[config.mk]
export PLATFORM = sky130hd
export DESIGN_NAME = hazard_controller_flat
export DESIGN_NICKNAME = d
export VERILOG_FILES = /design/src/rtl/hazard_controller_if.sv /design/src/rtl/hazard_controller.sv /design/src/flat_wrapper.sv
export SDC_FILE = /design/constraint.sdc
export NUM_CORES = 1
export LEC_CHECK = 0
export BUFFER_PORTS_ARGS = -buffer_cell sky130_fd_sc_hd__buf_2
export CELL_PAD_IN_SITES_DETAIL_PLACEMENT = 1
export CELL_PAD_IN_SITES_GLOBAL_PLACEMENT = 1
export CORE_UTILIZATION = 25
export DETAILED_ROUTE_END_ITERATION = 8
export PLACE_DENSITY = 0.47
export SYNTH_ARGS = -nofsm -noshare
export SYNTH_HDL_FRONTEND = slang
export SYNTH_SLANG_ARGS = --single-unit
[constraint.sdc]
create_clock -name clk -period 3.85 [get_ports clk]
set_input_delay 0.1925 -clock clk [delete_from_list [all_inputs] [get_ports clk]]
set_output_delay 0.1925 -clock clk [all_outputs]
set_load 0.005 [all_outputs]
[src/rtl/hazard_controller_if.sv]
// Decode/branch inputs and stall/flush/forward outputs of the hazard controller.
// The pipeline side uses the master modport and the controller uses the slave modport.
interface hazard_controller_if;
  logic        d_valid;
  logic [4:0]  d_rs;
  logic [4:0]  d_rt;
  logic        d_uses_rt;
  logic [4:0]  d_dst;
  logic        d_regwrite;
  logic        d_memread;
  logic        m_pc_src;
  logic        pc_write;
  logic        ifid_write;
  logic        idex_bubble;
  logic        flush_ifid;
  logic        flush_idex;
  logic        flush_exmem;
  logic [1:0]  fwd_a;
  logic [1:0]  fwd_b;
  logic [15:0] stall_count;
  logic [15:0] flush_count;

  modport master (
    output d_valid, d_rs, d_rt, d_uses_rt, d_dst, d_regwrite, d_memread, m_pc_src,
    input  pc_write, ifid_write, idex_bubble, flush_ifid, flush_idex, flush_exmem,
    input  fwd_a, fwd_b, stall_count, flush_count
  );

  modport slave (
    input  d_valid, d_rs, d_rt, d_uses_rt, d_dst, d_regwrite, d_memread, m_pc_src,
    output pc_write, ifid_write, idex_bubble, flush_ifid, flush_idex, flush_exmem,
    output fwd_a, fwd_b, stall_count, flush_count
  );
endinterface

[src/rtl/hazard_controller.sv]
// Five-stage pipeline hazard unit: load-use stall, branch flush and EX operand
// forwarding, driven from a shadow scoreboard of the EX, MEM and WB stages.
module hazard_controller #(
  parameter logic [15:0] CNT_RESET = 16'h0000  // reset value of both performance counters
) (
  input logic                clk,
  input logic                rst,
  hazard_controller_if.slave hz
);
  typedef struct packed {
    logic       valid;
    logic [4:0] dst;
    logic       regwrite;
    logic       memread;
  } slot_t;

  slot_t       ex_q, ex_d, mem_q, mem_d, wb_q, wb_d;
  logic [4:0]  ex_rs_q, ex_rs_d, ex_rt_q, ex_rt_d;
  logic        ex_uses_rt_q, ex_uses_rt_d;
  logic [15:0] stall_count_q, stall_count_d, flush_count_q, flush_count_d;
  logic        load_use, flush, stall;

  // Nearest older producer wins; $0 never forwards.
  function automatic logic [1:0] fwd_sel(input logic [4:0] src, input slot_t mem_s,
                                         input slot_t wb_s);
    if (src != 5'd0 && mem_s.valid && mem_s.regwrite && mem_s.dst == src) return 2'b10;
    if (src != 5'd0 && wb_s.valid && wb_s.regwrite && wb_s.dst == src)    return 2'b01;
    return 2'b00;
  endfunction

  always_comb begin
    load_use = ex_q.valid && ex_q.memread && (ex_q.dst != 5'd0) && hz.d_valid &&
               ((ex_q.dst == hz.d_rs) || (hz.d_uses_rt && (ex_q.dst == hz.d_rt)));
    flush    = hz.m_pc_src && !rst;
    stall    = load_use && !flush && !rst;

    wb_d  = mem_q;
    mem_d = flush ? slot_t'('0) : ex_q;

    ex_d         = '0;
    ex_rs_d      = '0;
    ex_rt_d      = '0;
    ex_uses_rt_d = 1'b0;
    if (!flush && !stall) begin
      ex_d.valid    = hz.d_valid;
      ex_d.dst      = hz.d_dst;
      ex_d.regwrite = hz.d_regwrite;
      ex_d.memread  = hz.d_memread;
      ex_rs_d       = hz.d_rs;
      ex_rt_d       = hz.d_rt;
      ex_uses_rt_d  = hz.d_uses_rt;
    end

    stall_count_d = stall_count_q;
    if (stall && stall_count_q != 16'hFFFF) stall_count_d = stall_count_q + 16'd1;
    flush_count_d = flush_count_q;
    if (flush && flush_count_q != 16'hFFFF) flush_count_d = flush_count_q + 16'd1;
  end

  always_ff @(posedge clk or posedge rst) begin
    if (rst) begin
      ex_q          <= '0;
      mem_q         <= '0;
      wb_q          <= '0;
      ex_rs_q       <= '0;
      ex_rt_q       <= '0;
      ex_uses_rt_q  <= 1'b0;
      stall_count_q <= CNT_RESET;
      flush_count_q <= CNT_RESET;
    end else begin
      ex_q          <= ex_d;
      mem_q         <= mem_d;
      wb_q          <= wb_d;
      ex_rs_q       <= ex_rs_d;
      ex_rt_q       <= ex_rt_d;
      ex_uses_rt_q  <= ex_uses_rt_d;
      stall_count_q <= stall_count_d;
      flush_count_q <= flush_count_d;
    end
  end

  assign hz.pc_write    = !stall;
  assign hz.ifid_write  = !stall;
  assign hz.idex_bubble = stall;
  assign hz.flush_ifid  = flush;
  assign hz.flush_idex  = flush;
  assign hz.flush_exmem = flush;
  assign hz.fwd_a       = ex_q.valid ? fwd_sel(ex_rs_q, mem_q, wb_q) : 2'b00;
  assign hz.fwd_b       = (ex_q.valid && ex_uses_rt_q) ? fwd_sel(ex_rt_q, mem_q, wb_q) : 2'b00;
  assign hz.stall_count = stall_count_q;
  assign hz.flush_count = flush_count_q;
endmodule

[src/flat_wrapper.sv]
// flat-port wrapper written by rule: the top's interface ports become plain ports
module hazard_controller_flat 
#(
  parameter logic [15:0] CNT_RESET = 16'h0000                                             
)
  (clk, rst, hz_d_valid, hz_d_rs, hz_d_rt, hz_d_uses_rt, hz_d_dst, hz_d_regwrite, hz_d_memread, hz_m_pc_src, hz_pc_write, hz_ifid_write, hz_idex_bubble, hz_flush_ifid, hz_flush_idex, hz_flush_exmem, hz_fwd_a, hz_fwd_b, hz_stall_count, hz_flush_count);
  hazard_controller_if hz_i ();
  input logic clk;
  input logic rst;
  input wire logic [$bits(hz_i.d_valid)-1:0] hz_d_valid;
  input wire logic [$bits(hz_i.d_rs)-1:0] hz_d_rs;
  input wire logic [$bits(hz_i.d_rt)-1:0] hz_d_rt;
  input wire logic [$bits(hz_i.d_uses_rt)-1:0] hz_d_uses_rt;
  input wire logic [$bits(hz_i.d_dst)-1:0] hz_d_dst;
  input wire logic [$bits(hz_i.d_regwrite)-1:0] hz_d_regwrite;
  input wire logic [$bits(hz_i.d_memread)-1:0] hz_d_memread;
  input wire logic [$bits(hz_i.m_pc_src)-1:0] hz_m_pc_src;
  output wire logic [$bits(hz_i.pc_write)-1:0] hz_pc_write;
  output wire logic [$bits(hz_i.ifid_write)-1:0] hz_ifid_write;
  output wire logic [$bits(hz_i.idex_bubble)-1:0] hz_idex_bubble;
  output wire logic [$bits(hz_i.flush_ifid)-1:0] hz_flush_ifid;
  output wire logic [$bits(hz_i.flush_idex)-1:0] hz_flush_idex;
  output wire logic [$bits(hz_i.flush_exmem)-1:0] hz_flush_exmem;
  output wire logic [$bits(hz_i.fwd_a)-1:0] hz_fwd_a;
  output wire logic [$bits(hz_i.fwd_b)-1:0] hz_fwd_b;
  output wire logic [$bits(hz_i.stall_count)-1:0] hz_stall_count;
  output wire logic [$bits(hz_i.flush_count)-1:0] hz_flush_count;
  assign hz_i.d_valid = hz_d_valid;
  assign hz_i.d_rs = hz_d_rs;
  assign hz_i.d_rt = hz_d_rt;
  assign hz_i.d_uses_rt = hz_d_uses_rt;
  assign hz_i.d_dst = hz_d_dst;
  assign hz_i.d_regwrite = hz_d_regwrite;
  assign hz_i.d_memread = hz_d_memread;
  assign hz_i.m_pc_src = hz_m_pc_src;
  assign hz_pc_write = hz_i.pc_write;
  assign hz_ifid_write = hz_i.ifid_write;
  assign hz_idex_bubble = hz_i.idex_bubble;
  assign hz_flush_ifid = hz_i.flush_ifid;
  assign hz_flush_idex = hz_i.flush_idex;
  assign hz_flush_exmem = hz_i.flush_exmem;
  assign hz_fwd_a = hz_i.fwd_a;
  assign hz_fwd_b = hz_i.fwd_b;
  assign hz_stall_count = hz_i.stall_count;
  assign hz_flush_count = hz_i.flush_count;
  hazard_controller #(.CNT_RESET(CNT_RESET)) u_core (.clk(clk), .rst(rst), .hz(hz_i));
endmodule
# --- Word level (Yosys, flattened, before mapping) ---
# Cells that the tools add are included.
totals:
  reg_bits: 65
  input_bits: 22
  wordCells: 77
classes:
  addsub: 2
  eq_ne: 8
  muxes: 21
  reduce_logical: 31
ops:
  columns: ["op", "n"]
  rows:
  - ["16-bit by 1-bit adder with 16-bit output, second input constant", 2]
  - ["16-bit inequality test, second input constant", 2]
  - ["5-bit == test", 6]
  - ["1-bit logical AND", 24]
  - ["2-bit 2-to-1 mux", 10]
  - ["8-bit 2-to-1 mux", 2]
  - ["5-bit nonzero test", 3]
  - ["5-bit 2-to-1 mux", 2]
  - ["1-bit 2-to-1 mux", 7]
  - ["1-bit logical NOT", 3]
  - ["1-bit logical OR", 1]

# --- Depth between registers and ports, before layout ---
logic_depth:
  word_depth: 9
  depth_mapped: 7
  depth_no_buf: 6

# --- Worst setup path before layout ---
# Ideal clock, no wire load.
synth_path:
  path_kind: "register -> register"
  start: "register u_core.ex_q[5] (netlist bit)"
  end: "register u_core.stall_count_q[14], in the netlist u_core.hz.stall_count[14]"
  arrival_time_ns: 1.755
  required_ns: 3.725
  slack_ns: 1.971
  stages_incl_launch_ff: 6
  period_less_slack_ns: 1.879
  cell_sequence: "dfrtp_1 -> or4_1 -> o211ai_2 -> and2b_1 -> nand4_1 -> mux2_2"
synth_between:
  elab_chain_len: 7
  elab_cells_between_ends: 11
synth_lines:
  columns: ["element", "line", "source"]
  rows:
  - ["start: declaration", "hazard_controller.sv:17", "slot_t ex_q, ex_d, mem_q, mem_d, wb_q, wb_d;"]
  - ["start signal: assignment", "hazard_controller.sv:62", "ex_q <= '0;"]
  - ["start signal: assignment", "hazard_controller.sv:71", "ex_q <= ex_d;"]
  - ["5-bit == test or 5-bit nonzero test (tied branches)", "hazard_controller.sv:33, hazard_controller.sv:32", null]
  - ["1-bit logical AND, on equally long branches", "hazard_controller.sv:33, hazard_controller.sv:32", null]
  - ["1-bit logical OR or 1-bit logical AND (tied branches)", "hazard_controller.sv:33, hazard_controller.sv:32", null]
  - ["1-bit logical AND (*)", "hazard_controller.sv:32", "load_use = ex_q.valid && ex_q.memread && (ex_q.dst != 5'd0) && hz.d_valid &&"]
  - ["1-bit logical AND (*) (2 in a row)", "hazard_controller.sv:35", "stall = load_use && !flush && !rst;"]
  - ["1-bit logical AND (*)", "hazard_controller.sv:55", "if (stall && stall_count_q != 16'hFFFF) stall_count_d = stall_count_q + 16'd1;"]
  - ["end signal: assignment", "hazard_controller.sv:77", "stall_count_q <= stall_count_d;"]
  - ["end: declaration", "hazard_controller.sv:20", "logic [15:0] stall_count_q, stall_count_d, flush_count_q, flush_count_d;"]
# Mark *: on every way between the ends. The rest lies on a longest branch, timed or not.
# A chain may end at the register's enable or synchronous reset.

# --- Worst setup path after layout ---
layout_path:
  start: "register u_core.ex_q[7] (netlist bit)"
  end: "register u_core.stall_count_q[1], in the netlist u_core.hz.stall_count[1]"
layout_between:
  elab_chain_len: 7
layout_lines:
  columns: ["element", "line"]
  rows:
  - ["1-bit logical AND (4 in a row)", "hazard_controller.sv:32"]
  - ["1-bit logical AND (2 in a row)", "hazard_controller.sv:35"]
  - ["1-bit logical AND", "hazard_controller.sv:55"]
# No other way between the ends.

==> impl_metrics.csv <==
group,metric,value,unit
floorplan,std_cell_rows,39,
global_routing,grt_util_all_layers,0.125,
cts,clockBufferDepth,2,
yosys,synth_nets,290,
yosys,synthTopCellsByArea,"dfrtp_1 (54%), xnor2_1 (16%), nand3_1 (3.1%), nand4_1 (3.1%), and2_1 (2.9%)",
final_layout,stdcell_count,484,
sta,skew,0.00756,ns
sta,relSlewSlack,0.357,
yosys,synth-compound-area-share,0.0252,
route,drc,4,
sta,slew_viol_final,0,
yosys,synth_top_area_frac,0.538,
cts,clock_sinks,65,
cts,post_cts_resized,0,
power_and_ir_drop,vdd_drop_max,242,uV
final_layout,regArea,0.00163,sq mm
final_layout,area_delta_synth_final,27.8,%
yosys,synth_top_family_by_area,"simple AND/OR/NAND/NOR gates",
yosys,ys_ff_latch,65,
yosys,synth_xor_area_frac,0.168,
final_layout,fin_area,0.00387,sq mm
yosys,netlist_area,0.00303,sq mm
floorplan,initial_core_util,0.261,
cts,root_buffer,"clkbuf_16",
power_and_ir_drop,p_per_area,518,mW/mm^2
sta,tns,0,ns
sta,finalCriticalPeriod,2.45,ns
sta,worst_pin_slew,0.964,ns
outcome,outcome,"complete, but fails checks",
cts,cts_tree,"built",
global_routing,grt_max_degree,37,
worst_setup_path,cp.required,4.05,ns
min_path,hp-class,"primary input to async pin",
global_routing,antenna_found_initial,0,
route,drt_iter0_markers,50,
worst_setup_path,crit_arrival,2.65,ns
place,dp_hpwl,5440,microns
route,wl_per_cell,15.1,microns
cts,holdBufCountCts,0,
global_routing,grt_pass1_wl,11900,microns
route,drt_pass1_iterations,6,
route,wl,7290,microns
place,gp_congestion,0.712,
route,num_vias,2162,
cts,clk_pin_slew,0.06,ns
sta,worst_slack,1.40,ns
yosys,syn_inst,266,
yosys,synthAdderAreaFrac,0.00827,
sta,fin_crit_sh,0.636,
cts,cts_buffers,9,
floorplan,fp.dieArea,0.0125,sq mm
flow_run,drv_cap,0,
final_layout,drive_gt1_frac,0.285,
worst_setup_path,worst-path-max-fanout,12,
cts,clk_latency,0.33,ns
global_routing,grt_pass1_vias,2259,
place,io_buffers,63,
floorplan,die_height,112,microns
place,placed_cell_area,0.00349,sq mm
cts,cts_max_level,3,
place,dpl.cell_count,467,
final_layout,num-nets-final,359,
yosys,muxShareOfSynthArea,0.0112,
final_layout,multi_input_area,0.00134,sq mm
worst_setup_path,end_kind,"flop",
floorplan,die_w,112,microns
sta,max_clock_freq,408,MHz
place,place_worst_setup_slack,1.32,ns
yosys,yosys_warnings,0,
yosys,yosys.area_share.simple,0.229,
worst_setup_path,crit_path_start_kind,"flop",
worst_setup_path,crit_type,"flop to flop",
floorplan,core_area,0.0116,sq mm
yosys,syn_area_per_cell,11.4,sq um
sta,hold_viol,0,
outcome,violations,"DRC",
sta,rsz0062_at_grt,"false",
global_routing,gr-total-overflow,0,
route,viasPerCell,4.47,
sta,setup_viol,0,
yosys,synthDistinctLibCells,35,
floorplan,top_level_ports,64,
final_layout,nFillCells,1320,
yosys,seq_area_frac_synth,0.538,
power_and_ir_drop,finalPower,0.00200,W
power_and_ir_drop,p_leak,1.78,nW
cts,cts_setup_buffers,0,
route,antenna_left,0,
yosys,synth_area_leader_cell,"dfrtp_1",
-- registers in the layout, summed over array words and instances (netlist names) --
signal,count
u_core.hz.flush_count,16
u_core.hz.stall_count,16
u_core.ex_q,8
u_core.mem_q,7
u_core.wb_q,7
u_core.ex_rs_q,5
u_core.ex_rt_q,5
u_core.ex_uses_rt_q,1
-- layout by cell type (no fill, tap or decap), drive strengths merged --
| cell type | Yosys | final |
|---|---|---|
| or4 | 3 | 3 |
| a311oi | 1 | 1 |
| o22ai | 1 | 1 |
| buf | 6 | 65 |
| nor4 | 3 | 3 |
| nor2b | 8 | 8 |
| inv | 4 | 5 |
| dfrtp | 65 | 65 |
| and2 | 22 | 22 |
| and3 | 12 | 12 |
| and3b | 1 | 1 |
| a21oi | 5 | 5 |
| nor3 | 4 | 4 |
| clkbuf | 1 | 10 |
| nor3b | 1 | 1 |
| and4 | 5 | 5 |
| nand3b | 1 | 1 |
| clkinv | 0 | 1 |
| diode | 0 | 1 |
| mux2 | 3 | 3 |
| xor2 | 3 | 3 |
| nand3 | 19 | 19 |
| xnor2 | 55 | 55 |
| nand2 | 16 | 16 |
| and2b | 1 | 1 |
| ha | 2 | 2 |
| nand2b | 1 | 1 |
| nand4 | 15 | 15 |
| bufinv | 0 | 4 |
| a31oi | 1 | 1 |
| nor2 | 5 | 5 |
| nor4bb | 1 | 1 |
| o211ai | 1 | 1 |
-- kinds of logic (layout without fill, tap and decap cells) --
| logic type | after synthesis | after routing |
|---|---|---|
| adders and majority gates | 2 | 2 |
| xor gates and xnor gates | 58 | 58 |
| other | 0 | 1 |
| and+or+nand+nor | 118 | 118 |
| muxes | 3 | 3 |
| AOI/OAI and AO/OA | 9 | 9 |
| DFF | 65 | 65 |
| buffers and inverters | 11 | 85 |
-- worst paths after layout --
| path | from | endpoint | slack [ns] | cells past startpoint |
|---|---|---|---|---|
| max | u_core.ex_q[7]$_DFF_PP0_ | u_core.hz.stall_count[1]$_DFFE_PP0P_ | 1.40 | 5 |
| min | rst | u_core.hz.flush_count[6]$_DFFE_PP0P_ | 0.03 | 2 |
| max reg2reg | u_core.ex_q[7]$_DFF_PP0_ | u_core.hz.stall_count[1]$_DFFE_PP0P_ | 1.40 | 5 |
| min reg2reg | u_core.mem_q[7]$_DFF_PP0_ | u_core.wb_q[7]$_DFF_PP0_ | 0.40 | 0 |
| max in group asynchronous | rst | u_core.wb_q[2]$_DFF_PP0_ | 2.95 | 3 |
| min in group clk | hz_d_dst[2] | u_core.ex_q[4]$_DFF_PP0_ | 0.07 | 2 |
-- critical path: stages (launching register included) --
cell and delay (ns):
dfrtp_1 0.41, nor4bb_1 0.37, o211ai_2 0.22, a21oi_1 0.78
nand2_1 0.22, mux2_2 0.32
-- through the flow --
stage	hold slack, ns	util
after global placement	0.392	0.300
after global routing	0.0680	0.333
final	0.0318	0.333
after CTS	0.0556	0.333
after detailed placement	0.391	0.300
after floorplan	0.321	-
-- layout make-up --
type                    count  share of cell area
multi-input cells         190               0.346
repair buffers             65              0.0854
well taps                 143              0.0463
clock inverters             6              0.0356
flip-flops and latches     65               0.421
clock buffers              10              0.0618
inverters                   4             0.00388
diodes                      1            0.000647
-- synth_stat cells, drive strengths merged --
master and count:
and2 22, clkbuf 1, xor2 3, a311oi 1, nor2b 8, nor4bb 1, nand3 19, nand2 16
o211ai 1, and2b 1, o22ai 1, and3b 1, a21oi 5, nand3b 1, dfrtp 65, nor3 4
or4 3, and3 12, and4 5, a31oi 1, nand2b 1, xnor2 55, nor3b 1, nor2 5
nand4 15, inv 4, ha 2, buf 6, mux2 3, nor4 3
-- report_power, final --
part	switching, W	internal (W)	total [W]	leakage, nW
clock network	0.000305	0.000719	0.00102	0.183
registers	0.0000614	0.000735	0.000797	0.849
logic	0.0000828	0.0000974	0.000180	0.748
total	0.000449	0.00155	0.00200	1.78
-- per-layer routing --
layer / part of all wire / GRT usage / up-vias
met5: 0 / 0 / -
met4: 0.015 / 0.0516 / 0
met3: 0.038 / 0.0305 / 9
met2: 0.48 / 0.196 / 36
met1: 0.46 / 0.164 / 1062
li1: - / - / 1055
No activity file was read; power rests on OpenSTA's default activity.
